`src/rtl/iir_requant.sv`:
```
// iir_requant: two-stage requantizer from the Q24.32 filter accumulator format
// down to Q12.16 samples. Stage 1 rounds (half toward +inf) and drops SHIFT
// fractional bits; stage 2 clamps to the output range and flags clipping.
// Both stages use valid/ready handshaking with full-throughput back-pressure.
// Optional feature: define IIR_REQUANT_SATCNT_EN to enable the saturated-sample
// counter on sat_count (otherwise sat_count is tied to 0 and sat_clr is unused).
module iir_requant #(
    parameter int IN_W  = 57,
    parameter int OUT_W = 29,
    parameter int SHIFT = 16
) (
    input  logic                    clk,
    input  logic                    rst_n,
    input  logic signed [IN_W-1:0]  in,
    input  logic                    in_valid,
    output logic                    in_ready,
    output logic signed [OUT_W-1:0] out,
    output logic                    out_sat,
    output logic                    out_valid,
    input  logic                    out_ready,
    input  logic                    sat_clr,
    output logic [15:0]             sat_count
);

    // Width of the rounded value: one guard bit above IN_W, minus dropped bits.
    localparam int R_W = IN_W + 1 - SHIFT;

    localparam logic signed [IN_W:0] RND =
        {{(IN_W - SHIFT + 1){1'b0}}, 1'b1, {(SHIFT - 1){1'b0}}};
    localparam logic signed [R_W-1:0] MAXV =
        {{(R_W - OUT_W + 1){1'b0}}, {(OUT_W - 1){1'b1}}};
    localparam logic signed [R_W-1:0] MINV =
        {{(R_W - OUT_W + 1){1'b1}}, {(OUT_W - 1){1'b0}}};

    // Add half an LSB in IN_W+1 bits (cannot overflow), then arithmetic shift.
    function automatic logic signed [R_W-1:0] round_shift(input logic signed [IN_W-1:0] x);
        logic signed [IN_W:0] w_sum;
        w_sum = $signed({x[IN_W-1], x}) + RND;
        return R_W'(w_sum >>> SHIFT);
    endfunction

    // Clamp to the output range; MSB of the result is the clipped flag.
    function automatic logic [OUT_W:0] sat_clip(input logic signed [R_W-1:0] x);
        if (x > MAXV) begin
            return {1'b1, MAXV[OUT_W-1:0]};
        end else if (x < MINV) begin
            return {1'b1, MINV[OUT_W-1:0]};
        end
        return {1'b0, x[OUT_W-1:0]};
    endfunction

    logic signed [R_W-1:0]  r_data_p1;
    logic                   r_vld_p1;
    logic signed [OUT_W-1:0] r_out_p2;
    logic                   r_sat_p2;
    logic                   r_vld_p2;
    logic                   w_adv_p1;
    logic                   w_adv_p2;
    logic [OUT_W:0]         w_clip_p1;

    // A stage may load when it is empty or the stage after it is draining.
    assign w_adv_p2  = !r_vld_p2 || out_ready;
    assign w_adv_p1  = !r_vld_p1 || w_adv_p2;
    assign in_ready  = w_adv_p1;
    assign w_clip_p1 = sat_clip(r_data_p1);

    assign out       = r_out_p2;
    assign out_sat   = r_sat_p2;
    assign out_valid = r_vld_p2;

    // Stage valid bits advance together; reset discards anything in flight.
    always_ff @(posedge clk or negedge rst_n) begin
        if (!rst_n) begin
            r_vld_p1 <= 1'b0;
            r_vld_p2 <= 1'b0;
        end else begin
            if (w_adv_p1) r_vld_p1 <= in_valid;
            if (w_adv_p2) r_vld_p2 <= r_vld_p1;
        end
    end

    // ---- stage 1: round and drop fractional bits ----
    always_ff @(posedge clk) begin
        if (w_adv_p1 && in_valid) r_data_p1 <= round_shift(in);
    end

    // ---- stage 2: clamp to output range and record clipping ----
    always_ff @(posedge clk or negedge rst_n) begin
        if (!rst_n) begin
            r_out_p2 <= '0;
            r_sat_p2 <= 1'b0;
        end else if (w_adv_p2 && r_vld_p1) begin
            r_out_p2 <= $signed(w_clip_p1[OUT_W-1:0]);
            r_sat_p2 <= w_clip_p1[OUT_W];
        end
    end

`ifdef IIR_REQUANT_SATCNT_EN
    logic [15:0] r_sat_count;

    // Count clipped samples as they leave; clear wins, count sticks at max.
    always_ff @(posedge clk or negedge rst_n) begin
        if (!rst_n) begin
            r_sat_count <= '0;
        end else if (sat_clr) begin
            r_sat_count <= '0;
        end else if (r_vld_p2 && out_ready && r_sat_p2 && (r_sat_count != 16'hFFFF)) begin
            r_sat_count <= r_sat_count + 16'd1;
        end
    end

    assign sat_count = r_sat_count;
`else
    logic w_unused_sat_clr;
    assign w_unused_sat_clr = sat_clr;
    assign sat_count        = '0;
`endif

endmodule

```
`config.mk`:
```
export PLATFORM = sky130hd
export DESIGN_NAME = iir_requant
export DESIGN_NICKNAME = d
export VERILOG_FILES = /design/src/rtl/iir_requant.sv
export SDC_FILE = /design/constraint.sdc
export NUM_CORES = 1
export LEC_CHECK = 0
export ABC_AREA = 1
export BUFFER_PORTS_ARGS = -buffer_cell sky130_fd_sc_hd__buf_2
export CAP_MARGIN = 20
export CORE_MARGIN = 2
export CORE_UTILIZATION = 40
export CTS_BUF_LIST = sky130_fd_sc_hd__clkbuf_8
export CTS_CLUSTER_DIAMETER = 80
export DETAILED_ROUTE_END_ITERATION = 12
export HOLD_SLACK_MARGIN = 0.15
export SLEW_MARGIN = 20
export SYNTH_ARGS = -nofsm -noshare
export SYNTH_HDL_FRONTEND = slang
export SYNTH_SLANG_ARGS = --single-unit
```
`constraint.sdc`:
```
create_clock -name clk -period 2.5 [get_ports clk]
set_input_delay 0.125 -clock clk [delete_from_list [all_inputs] [get_ports clk]]
set_output_delay 0.125 -clock clk [all_outputs]
set_load 0.005 [all_outputs]
```
## Word level (Yosys, flattened, before mapping)

Cells that the tools add are included.

| word-level totals | value |
|---|---|
| flip-flop bits (word level) | 74 |
| memories kept | 0 |
| latch bits | 0 |
| output and inout port bits | 48 |
| bits of input ports | 62 |
| RAM bits | 0 |
| bits in read-only memories | 0 |
| logic and storage cells | 19 |

| cells by class | value |
|---|---|
| reduce and logical (&&, ||, !) cells | 6 |
| shifts and indexed selects | 0 |
| muxes and demuxes | 5 |
| equal/unequal tests | 0 |
| bitwise gates (word level) | 0 |
| magnitude comparators | 2 |
| divide/modulo/power cells | 0 |
| add/sub/neg operators | 1 |
| multipliers | 0 |

Operators by type and width:

| cell | count |
|---|---|
| 30-bit two-way mux | 3 |
| 57-bit by 17-bit adder with 58-bit output (second input constant) | 1 |
| 42-bit by 29-bit greater-than comparator with 1-bit output (second input constant) | 1 |
| 42-bit by 29-bit less-than comparator with 1-bit output (second input constant) | 1 |
| 1-bit logical AND | 2 |
| 1-bit zero test | 2 |
| 1-bit logical OR | 2 |
| 1-bit two-way mux | 2 |

## Logic depth before layout (Yosys ltp)

| logic depth | value |
|---|---|
| depth after elaboration | 4 |
| mapped depth | 10 |
| gate-level depth less buffers | 8 |

## Worst setup path after synthesis

No wires, ideal clock.

| timing path | value |
|---|---|
| path kind | register -> register |
| from | reg r_vld_p2 (netlist: out_valid) |
| to | reg r_data_p1[0] (enable) |
| required time | 2.104 ns |
| period minus slack after synthesis | 1.830 ns |
| slack | 0.670 ns |
| path buffers | 0 |
| arrival time | 1.434 ns |
| setup time | 0.396 ns |
| cell stages (with the launch flop) | 4 |
| cell sequence | dfrtp_1 -> nand3_1 -> nand2_1 -> inv_1 |

| between the ends | value |
|---|---|
| word-level cells in the longest chain between the ends | 4 |

RTL lines:

| element | RTL line | RTL |
|---|---|---|
| from (decl) | 56 | `logic r_vld_p2;` |
| from (signal assigned) | 78 | `if (w_adv_p2) r_vld_p2 <= r_vld_p1;` |
| 1-bit zero test | 62 | `assign w_adv_p2 = !r_vld_p2 \|\| out_ready;` |
| 1-bit logical OR | 62 |  |
| 1-bit logical OR | 63 | `assign w_adv_p1 = !r_vld_p1 \|\| w_adv_p2;` |
| via in_ready | 16 | `output logic in_ready,` |
| 1-bit logical AND | 84 | `if (w_adv_p1 && in_valid) r_data_p1 <= round_shift(in);` |
| to (signal assigned) | 84 |  |
| to (decl) | 52 | `logic signed [R_W-1:0] r_data_p1;` |

The timed path passes the listed nets, and every way through them passes these cells.
A chain may end at the register's enable or synchronous reset.

## Worst setup path after layout

| timing path | value |
|---|---|
| from | in in[16] |
| to | reg r_data_p1[21] (data pin) |

| between the ends | value |
|---|---|
| word-level cells in the longest chain between the ends | 1 |

RTL lines:

| element | RTL line | RTL |
|---|---|---|
| from (decl) | 14 | `input logic signed [IN_W-1:0] in,` |
| 57-bit by 17-bit adder with 58-bit output | 38 | `w_sum = $signed({x[IN_W-1], x}) + RND;` |

No other way between the ends.

==> results by stage <==
STA:
- The clock period could shrink to about 1.8 ns.
- The final max-slew violation count is 0.
- The maximum operating frequency is about 560 MHz.
- Setup repair after global routing left no endpoint under its margin.
- The worst pin sits at a relative slew slack of 0.536.
- The transition time of the tightest slew-check pin is 0.696 ns.
- Adding up every negative setup slack in the final design gives 0 ns.
- The total setup violations reported at the end of the flow is 0.
- The number of endpoints with negative hold slack in the final report was 0.
- On the final layout, the worst clock skew is between 0.01 and 0.015 ns.
- The share of the cycle needed by the critical path after routing is 0.708.

Global route:
- The total overflow left after global routing is 0.
- The number of antenna violations at the first check in global routing was 0.
- The largest net degree at the start of global routing is 43.
- The number of global-route vias before repair is around 3400.
- The first-pass GRT wire length is approximately 16 mm.
- The total routing usage reported by global routing is 0.189.

Synth:
- The Yosys step of the flow raised 0 warnings.
- Synthesis inferred 74 register bits.
- The number of different library cells used by synthesis comes to 27.
- In this run the cell area of the synthesized design comes to about 4200 um2.
- The share of the Yosys chip area taken by registers is 0.489.
- The gate count after technology mapping is between 500 and 600.
- The average instance in the mapped netlist occupies 7.81 um2.

Setup path:
- By instance count, the cell type seen most on the critical path is sky130_fd_sc_hd__inv_2.
- In this design, the stage delay of the slowest critical-path cell is approximately 0.52 ns.
- Data on the critical path is required at its endpoint by ~2.6 ns.
- The critical path class is in -> reg.
- The worst setup path is captured at a register.
- The endpoint arrival time on the critical path is about 1.9 ns.
- The cell with the largest stage delay on the worst path is sky130_fd_sc_hd__dlygate4sd3_1.
- The sort of element at the start of the critical path is an input pin.
- The largest fanout of any net on the critical path is 6.
- Walking the worst path, the cells encountered are dlygate4sd3_1 -> buf_2 -> ha_1 -> inv_2 -> nor2_8 -> inv_2 -> nor2_2 -> nand2_1 -> xnor2_1.

Clock tree:
- The clock reaches the later pin of the worst-skew pair after around 0.34 ns.
- Buffers inserted during clock tree synthesis total 9.
- After clock tree synthesis, the repair step resized 0 gates.
- The number of buffers between clock root and the deepest sink is 2.
- Clock-pin slew was measured on the worst setup and hold paths at around 0.070 ns.
- The clock tree from TritonCTS is built.
- CTS saw between 70 and 80 sinks.
- The clock tree synthesis step divided the H-tree into 3 levels.
- The library cell used as clock root buffer is sky130_fd_sc_hd__clkbuf_8.

Place:
- The count of input and output buffers is 77.
- The congestion estimate from routability-driven global placement came to 0.920.
- The half-perimeter wire length after placement is roughly 8.1 mm.
- Once placement finished, the instance area stood at 4670 um2.
- The total placed cells including tap cells is ~750.

Route:
- The starting DRC count in detailed routing is 179.
- In the detailed route, the total length drawn on met3 is approximately 570 um.
- Dividing the detail-routed wire length by the instance count gives between 10 and 15 um.
- The detailed-route vias per instance is between 4 and 5.
- The highest layer touched by signal routing is met4.
- The total iterations of the first detailed-routing run is 4.
- For this run, design rule violations remaining after detail routing come to 0.
- The routed layout has around 3600 vias.
- The post-detailed-route count of antenna-violating nets is 0.
- The wire length on met1 is 4.60 mm.
- The total detailed-routing wirelength is between 10 and 15 mm.
- Detailed routing placed a total of about 4.7 mm of wire on met2.

Floorplan:
- The vertical die dimension is around 110 um.
- The initialized floorplan defines 37 standard-cell rows.
- The full die area is ~11000 um2.
- The die is ~110 um wide.
- The initial utilization of the core area, before any placement, comes to 0.410.
- After floorplanning, the core was sized to cover 10300 um2.
- Pin placement for this block handled 110 I/O pins.

Power:
- The worst-case IR drop observed on VDD is approximately 0.00027 V.
- The power density of the placed cells is 582 nW/um2.
- The overall power of the completed layout is between 3 and 4 mW.
- In this run the static leakage power is roughly 2.5 nW.

Final layout:
- Measured on the finished design, the core utilization comes to 0.504.
- The number of antenna diodes in the final layout is 0.
- Leaving out filler cells and counting taps, the final layout contains approximately 800.
- The share of cells above drive strength 1 is 0.182.
- The area added between synthesis and finish is 22.7%.
- In the final design database the tool counted 717 nets.
- The layout has approximately 1000 filler cells.
- After routing the design area is roughly 5200 um2.

Job:
- The max-capacitance violation count is 0.

Status:
- The flow ran to the end, and the final reports show no timing, DRC or antenna violations.

Worst hold path:
- The path class of the tightest hold or removal check is in -> reg.
==> critical path, delay by kind of cell <==
family / cells / cell delay, ns
xor gates and xnor gates: 1 / 0.15
adders and majority gates: 1 / 0.28
and+or+nand+nor: 3 / 0.45
buffers and inverters: 4 / 0.85
==> cell usage after synthesis, drive strengths merged <==
| library cell | count | area share |
|---|---|---|
| buf | 21 | 0.039 |
| clkbuf | 3 | 0.0027 |
| conb | 1 | 0.00089 |
| dfrtp | 32 | 0.19 |
| edfxtp | 42 | 0.30 |
| ha | 1 | 0.0030 |
| inv | 50 | 0.044 |
| nand2 | 245 | 0.22 |
| nand3 | 13 | 0.017 |
| nand3b | 1 | 0.0018 |
| nand4 | 9 | 0.013 |
| nor2 | 87 | 0.095 |
| nor3 | 2 | 0.0050 |
| o21ai | 2 | 0.0024 |
| or2 | 1 | 0.0015 |
| xnor2 | 18 | 0.037 |
| xor2 | 12 | 0.025 |
==> cells in the final DEF, fill, tap and decap left out, types with 5 or more instances in the layout <==
master,count
sky130_fd_sc_hd__nand2_1,239
sky130_fd_sc_hd__buf_2,77
sky130_fd_sc_hd__nor2_1,73
sky130_fd_sc_hd__inv_1,48
sky130_fd_sc_hd__edfxtp_1,42
sky130_fd_sc_hd__dlygate4sd3_1,32
sky130_fd_sc_hd__dfrtp_1,32
sky130_fd_sc_hd__xnor2_1,18
sky130_fd_sc_hd__conb_1,16
sky130_fd_sc_hd__nand3_1,12
sky130_fd_sc_hd__xor2_1,12
sky130_fd_sc_hd__clkbuf_8,11
sky130_fd_sc_hd__nand4_1,9
sky130_fd_sc_hd__nor2_2,8
sky130_fd_sc_hd__nand2_2,5
sky130_fd_sc_hd__nor2_4,5
==> where the power goes <==
group          total [mW]  internal (mW)  switching [mW]
sequential           1.57           1.49          0.0803
clock               0.840          0.410           0.430
combinational       0.603          0.258           0.345
==> per-stage QoR <==
stage	setup WS (ns)	hold WS (ns)
after global placement	0.902	0.205
after floorplan	0.670	-0.171
final	0.729	0.164
after global routing	0.611	0.153
after CTS	0.743	0.153
after detailed placement	0.864	0.213
==> layout make-up <==
class                   count  area [um2]  share of cell area
clock buffers              11         151              0.0293
flip-flops and latches     74        2060               0.398
repair buffers            112         728               0.141
clock inverters             5        28.8             0.00556
well taps                 136         170              0.0329
inverters                  50         188              0.0363
multi-input cells         407        1850               0.357
==> worst paths after layout <==
check                                       from                      end  slack (ns)  depth (start not counted)
max in group asynchronous                  rst_n      out[21]$_DFFE_PN0P_        1.69                          2
min reg2reg                   out[1]$_DFFE_PN0P_       out[1]$_DFFE_PN0P_        0.48                          2
min in group asynchronous                  rst_n       out[2]$_DFFE_PN0P_        0.36                          2
max reg2reg                out_valid$_DFFE_PN0P_  r_data_p1[30]$_DFFE_PP_        1.01                          4
min                                       in[19]   r_data_p1[3]$_DFFE_PP_        0.16                          2
max                                       in[16]  r_data_p1[21]$_DFFE_PP_        0.73                          9
==> per-layer routing <==
layer  vias up  global-route usage
met5         -                   0
met3        15              0.0310
met1      1600               0.256
met4         0              0.0733
li1       1853                   -
met2       116               0.303
==> kinds of logic (layout without fill, tap and decap cells) <==
group / count (synthesis) / count (layout) / synth area share
and+or+nand+nor: 358 / 358 / 0.356
DFF: 74 / 74 / 0.489
buffers and inverters: 74 / 178 / 0.0866
xor gates and xnor gates: 30 / 30 / 0.0623
AOI/OAI and AO/OA: 2 / 2 / 0.00237
adders and majority gates: 1 / 1 / 0.00297
other: 1 / 16 / 0.000889
==> state kept, by name, summed over array words and instances (netlist names) <==
| name | cells |
|---|---|
| out | 29 |
| r_data_p1 | 42 |
| out_sat | 1 |
| r_vld_p1 | 1 |
| out_valid | 1 |
==> repair_timing <==
action	in CTS	in global routing
endpoints found under the hold margin	62	1
setup buffers	0	0
hold buffers	31	1
No activity file was read; power rests on OpenSTA's default activity.
